<file path="src/rtl/alu_4_arbiter.sv">
// alu_4_arbiter: two-requester front end sharing one combinational alu_4.
// Each operation walks IDLE -> EXEC -> RESP -> IDLE and occupies the ALU
// for exactly one cycle; the result is held until the granted requester
// consumes it.
// Optional macro ALU_ARB_FIXED_PRIORITY_EN: port 0 always wins contention
// (default build: round-robin against the last granted port).
module alu_4_arbiter #(
  parameter int unsigned DATA_W = 4
) (
  input  logic                  clk,
  input  logic                  rst,
  input  logic                  req0_valid,
  input  logic                  req1_valid,
  output logic                  req0_ready,
  output logic                  req1_ready,
  input  logic [DATA_W-1:0]     req0_a,
  input  logic [DATA_W-1:0]     req0_b,
  input  logic [DATA_W-1:0]     req1_a,
  input  logic [DATA_W-1:0]     req1_b,
  input  logic [3:0]            req0_op,
  input  logic [3:0]            req1_op,
  output logic                  rsp0_valid,
  output logic                  rsp1_valid,
  input  logic                  rsp0_ready,
  input  logic                  rsp1_ready,
  output logic [2*DATA_W-1:0]   rsp_y,
  output logic [DATA_W-1:0]     alu_a,
  output logic [DATA_W-1:0]     alu_b,
  output logic [3:0]            alu_ctrl,
  input  logic [2*DATA_W-1:0]   alu_y,
  output logic                  busy
);

  localparam int unsigned RES_W = 2 * DATA_W;

  typedef enum logic [1:0] {
    ST_IDLE = 2'd0,
    ST_EXEC = 2'd1,
    ST_RESP = 2'd2
  } state_t;

  state_t              state_q;
  logic                gnt_q;
  logic [DATA_W-1:0]   a_q;
  logic [DATA_W-1:0]   b_q;
  logic [3:0]          op_q;
  logic [RES_W-1:0]    res_q;
`ifndef ALU_ARB_FIXED_PRIORITY_EN
  logic                last_grant_q;
`endif

  logic                any_valid_c;
  logic                gnt_c;
  logic                rsp_ready_c;

  // Arbitration: a lone requester wins outright; contention resolved by policy.
  always_comb begin
    any_valid_c = req0_valid | req1_valid;
    gnt_c       = 1'b0;
    if (req0_valid && req1_valid) begin
`ifdef ALU_ARB_FIXED_PRIORITY_EN
      gnt_c = 1'b0;
`else
      gnt_c = ~last_grant_q;
`endif
    end else begin
      gnt_c = req1_valid;
    end
    req0_ready  = (state_q == ST_IDLE) && any_valid_c && !gnt_c;
    req1_ready  = (state_q == ST_IDLE) && any_valid_c &&  gnt_c;
    rsp_ready_c = gnt_q ? rsp1_ready : rsp0_ready;
  end

  // Operation FSM: latch on accept, capture ALU in EXEC, hold result in RESP.
  always_ff @(posedge clk or posedge rst) begin
    if (rst) begin
      state_q      <= ST_IDLE;
      gnt_q        <= 1'b0;
      a_q          <= '0;
      b_q          <= '0;
      op_q         <= '0;
      res_q        <= '0;
`ifndef ALU_ARB_FIXED_PRIORITY_EN
      last_grant_q <= 1'b1;
`endif
    end else begin
      case (state_q)
        ST_IDLE: begin
          if (any_valid_c) begin
            gnt_q   <= gnt_c;
            a_q     <= gnt_c ? req1_a  : req0_a;
            b_q     <= gnt_c ? req1_b  : req0_b;
            op_q    <= gnt_c ? req1_op : req0_op;
            state_q <= ST_EXEC;
          end
        end
        ST_EXEC: begin
          res_q   <= alu_y;
          state_q <= ST_RESP;
        end
        ST_RESP: begin
          if (rsp_ready_c) begin
`ifndef ALU_ARB_FIXED_PRIORITY_EN
            last_grant_q <= gnt_q;
`endif
            state_q <= ST_IDLE;
          end
        end
        default: state_q <= ST_IDLE;
      endcase
    end
  end

  // Output decode straight from registered state.
  assign alu_a      = a_q;
  assign alu_b      = b_q;
  assign alu_ctrl   = op_q;
  assign rsp_y      = res_q;
  assign rsp0_valid = (state_q == ST_RESP) && !gnt_q;
  assign rsp1_valid = (state_q == ST_RESP) &&  gnt_q;
  assign busy       = (state_q != ST_IDLE);

endmodule
</file>
<file path="config.mk">
export PLATFORM = sky130hd
export DESIGN_NAME = alu_4_arbiter
export DESIGN_NICKNAME = d
export VERILOG_FILES = /design/src/rtl/alu_4_arbiter.sv
export SDC_FILE = /design/constraint.sdc
export NUM_CORES = 1
export LEC_CHECK = 0
export CAP_MARGIN = 20
export CORE_MARGIN = 3
export CORE_UTILIZATION = 36
export CTS_CLUSTER_DIAMETER = 120
export DETAILED_ROUTE_END_ITERATION = 12
export PLACE_DENSITY = 0.78
export SLEW_MARGIN = 20
export SYNTH_ARGS = -nofsm -noshare
export SYNTH_HDL_FRONTEND = slang
export SYNTH_SLANG_ARGS = --single-unit
</file>
<file path="constraint.sdc">
create_clock -name clk -period 1.55 [get_ports clk]
set_input_delay 0.465 -clock clk [delete_from_list [all_inputs] [get_ports clk]]
set_output_delay 0.465 -clock clk [all_outputs]
set_load 0.1 [all_outputs]
</file>
Word-level counts from Yosys, hierarchy flattened
Index checks and enable logic that the tools add are counted.

cells by class
  bitwise gates (word level) = 2
  multiplexer cells = 8
  equal/unequal tests = 4
  reductions and logical operators = 13

operator list
  cell                  number
  $mux W4               3
  $logic_and A1 B1 Y1   6
  $pmux W2 S3           1
  $reduce_and A2 Y1     3
  $mux W2               2
  $ne A2 B2 Y1 const B  2
  $eq A2 B1 Y1 const B  1
  $eq A2 B2 Y1 const B  1
  $logic_not A1 Y1      2
  $logic_not A2 Y1      1
  $mux W1               2
  $reduce_bool A2 Y1    1
  $not A1 Y1            1
  $or A1 B1 Y1          1

word-level totals
  bits of input ports = 38
  register bits after elaboration = 24
  word-level logic and storage cells = 34

Logic depth before layout (Yosys ltp)
  depth after elaboration = 4
  mapped depth = 5

Worst setup path after synthesis
OpenSTA, ideal clock, no wires.

  path kind = register -> output
  start point = register state_q[0]
  end point = output port rsp0_valid
  path slack = -0.729 ns
  stages on the path, launching flop included = 3
  arrival = 1.814 ns
  buffers on the path = 0
  required time = 1.085 ns
  cell sequence = dfrtp_1 nand2b_1 nor2_1

between the ends
  longest elaborated chain between the ends = 2

RTL lines
  what                    RTL line  text
  start, declared         42        state_t state_q;
  start signal, assigned  77        state_q <= ST_IDLE;
  start signal, assigned  94        state_q <= ST_EXEC;
  start signal, assigned  99        state_q <= ST_RESP;
  $eq A2 B2 Y1            119       assign rsp0_valid = (state_q == ST_RESP) && !gnt_q;
  $logic_and A1 B1 Y1     119
  end, declared           22        output logic rsp0_valid,

No other way between the ends.

Worst setup path in the final report
  start point = register state_q[1]
  end point = output port req0_ready

between the ends
  longest elaborated chain between the ends = 3

RTL lines
  what                              RTL line  text
  $logic_not A2 Y1                  69        req0_ready = (state_q == ST_IDLE) && any_valid_c && !gnt_c;
  $logic_and A1 B1 Y1 (2 in a row)  69
  end, declared                     14        output logic req0_ready,

No other way between the ends.

==> flow_metrics.tcl <==
set metrics [dict create \
    outcome "complete, but fails checks" \
    failed_checks "negative setup slack" \
    grt_overflow_total 0 \
    synth_enable_flop_cells 0 \
    cts_sink_cnt 24 \
    cts-htree-levels 1 \
    synth_top_cell_by_area "dfrtp_1" \
    synth_seq_area_share_pct 57.4 \
    port-buffer-count 62 \
    grt_first_pass_wirelength_mm 4.91 \
    worstSetupPathType "flip-flop to output pin" \
    worst_ep_required_time_ps 1080 \
    design.core.area_mm2 0.00261 \
    synth.cell_area_mm2 0.00105 \
    mapped_cells 83 \
    setup_ws_ps -318 \
    synth_warnings 0 \
    io-pin-count 63 \
    timing.final.crit_period_ps 1870 \
    design.final.nets 197 \
    crit_chain "nor2_4 -> and3_4 -> buf_12" \
    grt_max_degree 25 \
    cts.hold.buffers_added 0 \
    avg_wl_per_cell_um 17.0 \
    worstPathMaxFanout 7 \
    max_slew_violation_count 0 \
    via_count_of_the_first_global_routing_pass 1094 \
    numCtsBuffers 3 \
    total_half_perimeter_wirelength_after_legalization_and_detailed_placement_mm 2.45 \
    gp_congestion 0.732 \
    slowest_delay_ps 460 \
    post-synth-top-area-fraction_pct 54.9 \
    wl_mm 3.20 \
    hold_fails_final_rpt 0 \
    die_y_um 60.0 \
    route.detailed.vias_per_inst 5.25 \
    final_period_util_pct 121 \
    tritoncts_clock_tree "built" \
    main_area_contributors_after_synthesis "dfrtp_1, a221o_1, mux2_2" \
    route.antenna.remaining_nets 0 \
    synthMostInstantiatedCell "dfrtp_1" \
    drv.max_cap_violation_count 0 \
    syn_nets 121 \
    drive_above_1_share_pct 40.5 \
    synth.avg_cell_area_um2 12.6 \
    worstSetupStartpointType "flip-flop" \
    clock_path_buffers 2 \
    clk-insertion-delay-late_ps 320 \
    crit_slowest_cell "dfrtp_2" \
    antenna_cells 0 \
    drt_first_pass_iters 3 \
    dr_total_vias 987 \
    synth_ff_type "dfrtp_1" \
    ctsRootBufferMaster "clkbuf_4" \
    dieArea_mm2 0.00360 \
    layout.filler_cells 143 \
    fin_util_pct 82.2 \
    finClkSkew_ps 13.4 \
    die_extent_in_x_um 60.0 \
    antenna_found_initial 0 \
    timing.critical_path.max_delay_family "flip-flops" \
    async_reset_ff_share_pct 100 \
    post_synth_num_cell_types 20 \
    holdCritPathClass "input port to async pin" \
    layout-area-overhead-vs-synth_pct 105 \
    cp-end-kind "output pin" \
    detail_route.iter0.violations 32 \
    finalSetupViolations 5 \
    synth_common_cells "dfrtp_1, and3_1, a221o_1" \
    cp.arrival_ps 1400 \
    floorplan.rows 18 \
    start_util_pct 40.1 \
    grt_usage_pct 18.8 \
    rsz_0062_raised_after_global_routing "yes" \
    fmax_mhz 535 \
    number_of_remaining_drc_errors 0 \
    relSlewSlack_pct 72.3 \
    clk_pin_slew_worst_paths_ps 140 \
    worstMarginPinSlew_ps 415 \
    ys_seq_elements 24 \
    worst_path_bufs_invs 1 \
]
repair_timing:
item	CTS	global route
pin swaps	3	3
endpoints found under the hold margin	0	0
setup buffers	2	3
setup endpoints to repair	6	7
resized for setup	7	3
per-stage QoR:
step                instances  setup slack, ps  setup TNS, ps  area [um^2]  hold WS (ps)
floorplan                  83            -54.6           -194         1100           479
global placement          179             -411          -4530         2050           554
detailed placement        179             -414          -4880         2050           564
CTS                       185             -328          -1380         2110           461
global route              188             -384          -1500         2150           507
finish                    188             -318          -1210         2150           461
sequential cells by signal, indices dropped and copies added (netlist names):
name          flops
alu_ctrl          4
last_grant_q      1
alu_a             4
state_q           2
gnt_q             1
rsp_y             8
alu_b             4
layer usage:
metal / share of wire (%) / global-route usage, %
met5: 0 / 0
met4: 1.5 / 8.23
met3: 12 / 6.70
met2: 48 / 30.2
met1: 39 / 22.5
worst paths after layout:
path / end / from / slack, ps / cells after the start
worst min register to register: rsp_y[5] / rsp_y[5] / 590 / 1
worst max-delay path: req0_ready / state_q[1] / -320 / 3
min in group clk: rsp_y[5] / rsp_y[5] / 590 / 1
worst min-delay path: rsp_y[6] / rst / 460 / 3
worst max register to register: alu_b[2] / state_q[1] / 40 / 5
max in group asynchronous: last_grant_q / rst / 870 / 3
worst register-to-register path, delay by kind of cell (launching register included):
family | cells | cell delay (ps)
DFF | 1 | 460
AOI/OAI and AO/OA | 2 | 430
buffers and inverters | 2 | 290
and+or+nand+nor | 1 | 210
cell usage in the layout, fill, tap and decap left out:
| cell | instances |
|---|---|
| nor2b_1 | 1 |
| buf_6 | 2 |
| clkdlybuf4s50_1 | 35 |
| o2bb2ai_1 | 1 |
| clkbuf_4 | 3 |
| inv_1 | 3 |
| and3_1 | 12 |
| nor2_4 | 3 |
| mux2_2 | 9 |
| nand2b_1 | 2 |
| clkinvlp_4 | 1 |
| clkbuf_8 | 1 |
| and2_4 | 1 |
| and3_4 | 1 |
| dfrtp_1 | 22 |
| nand2b_4 | 1 |
| dfstp_2 | 1 |
| a21boi_4 | 1 |
| nand2_1 | 1 |
| a21oi_1 | 2 |
| o21ai_2 | 1 |
| dfrtp_2 | 1 |
| a221o_1 | 12 |
| dlygate4sd2_1 | 2 |
| buf_12 | 27 |
| buf_4 | 11 |
| o21ai_0 | 1 |
final cells by class:
type	instances	area, um^2	share of cell area, %
Clock buffer	4	36.3	1.69
Inverter	4	18.8	0.874
Multi-Input combinational cell	49	438	20.4
Sequential cell	24	603	28.1
Tap cell	30	37.5	1.75
Timing Repair Buffer	77	1010	47.2
cell families after synthesis:
| group | count (synthesis) | synth area share, % |
|---|---|---|
| flip-flops | 24 | 57.4 |
| AND/OR/NAND/NOR | 22 | 12.4 |
| AO/OA/AOI/OAI | 18 | 15.3 |
| buffers and inverters | 10 | 5.25 |
| multiplexers | 9 | 9.67 |
Power is left out: the tool's default activity adds up to more than one toggle a clock period on the data nets, which glitch-free logic cannot reach.
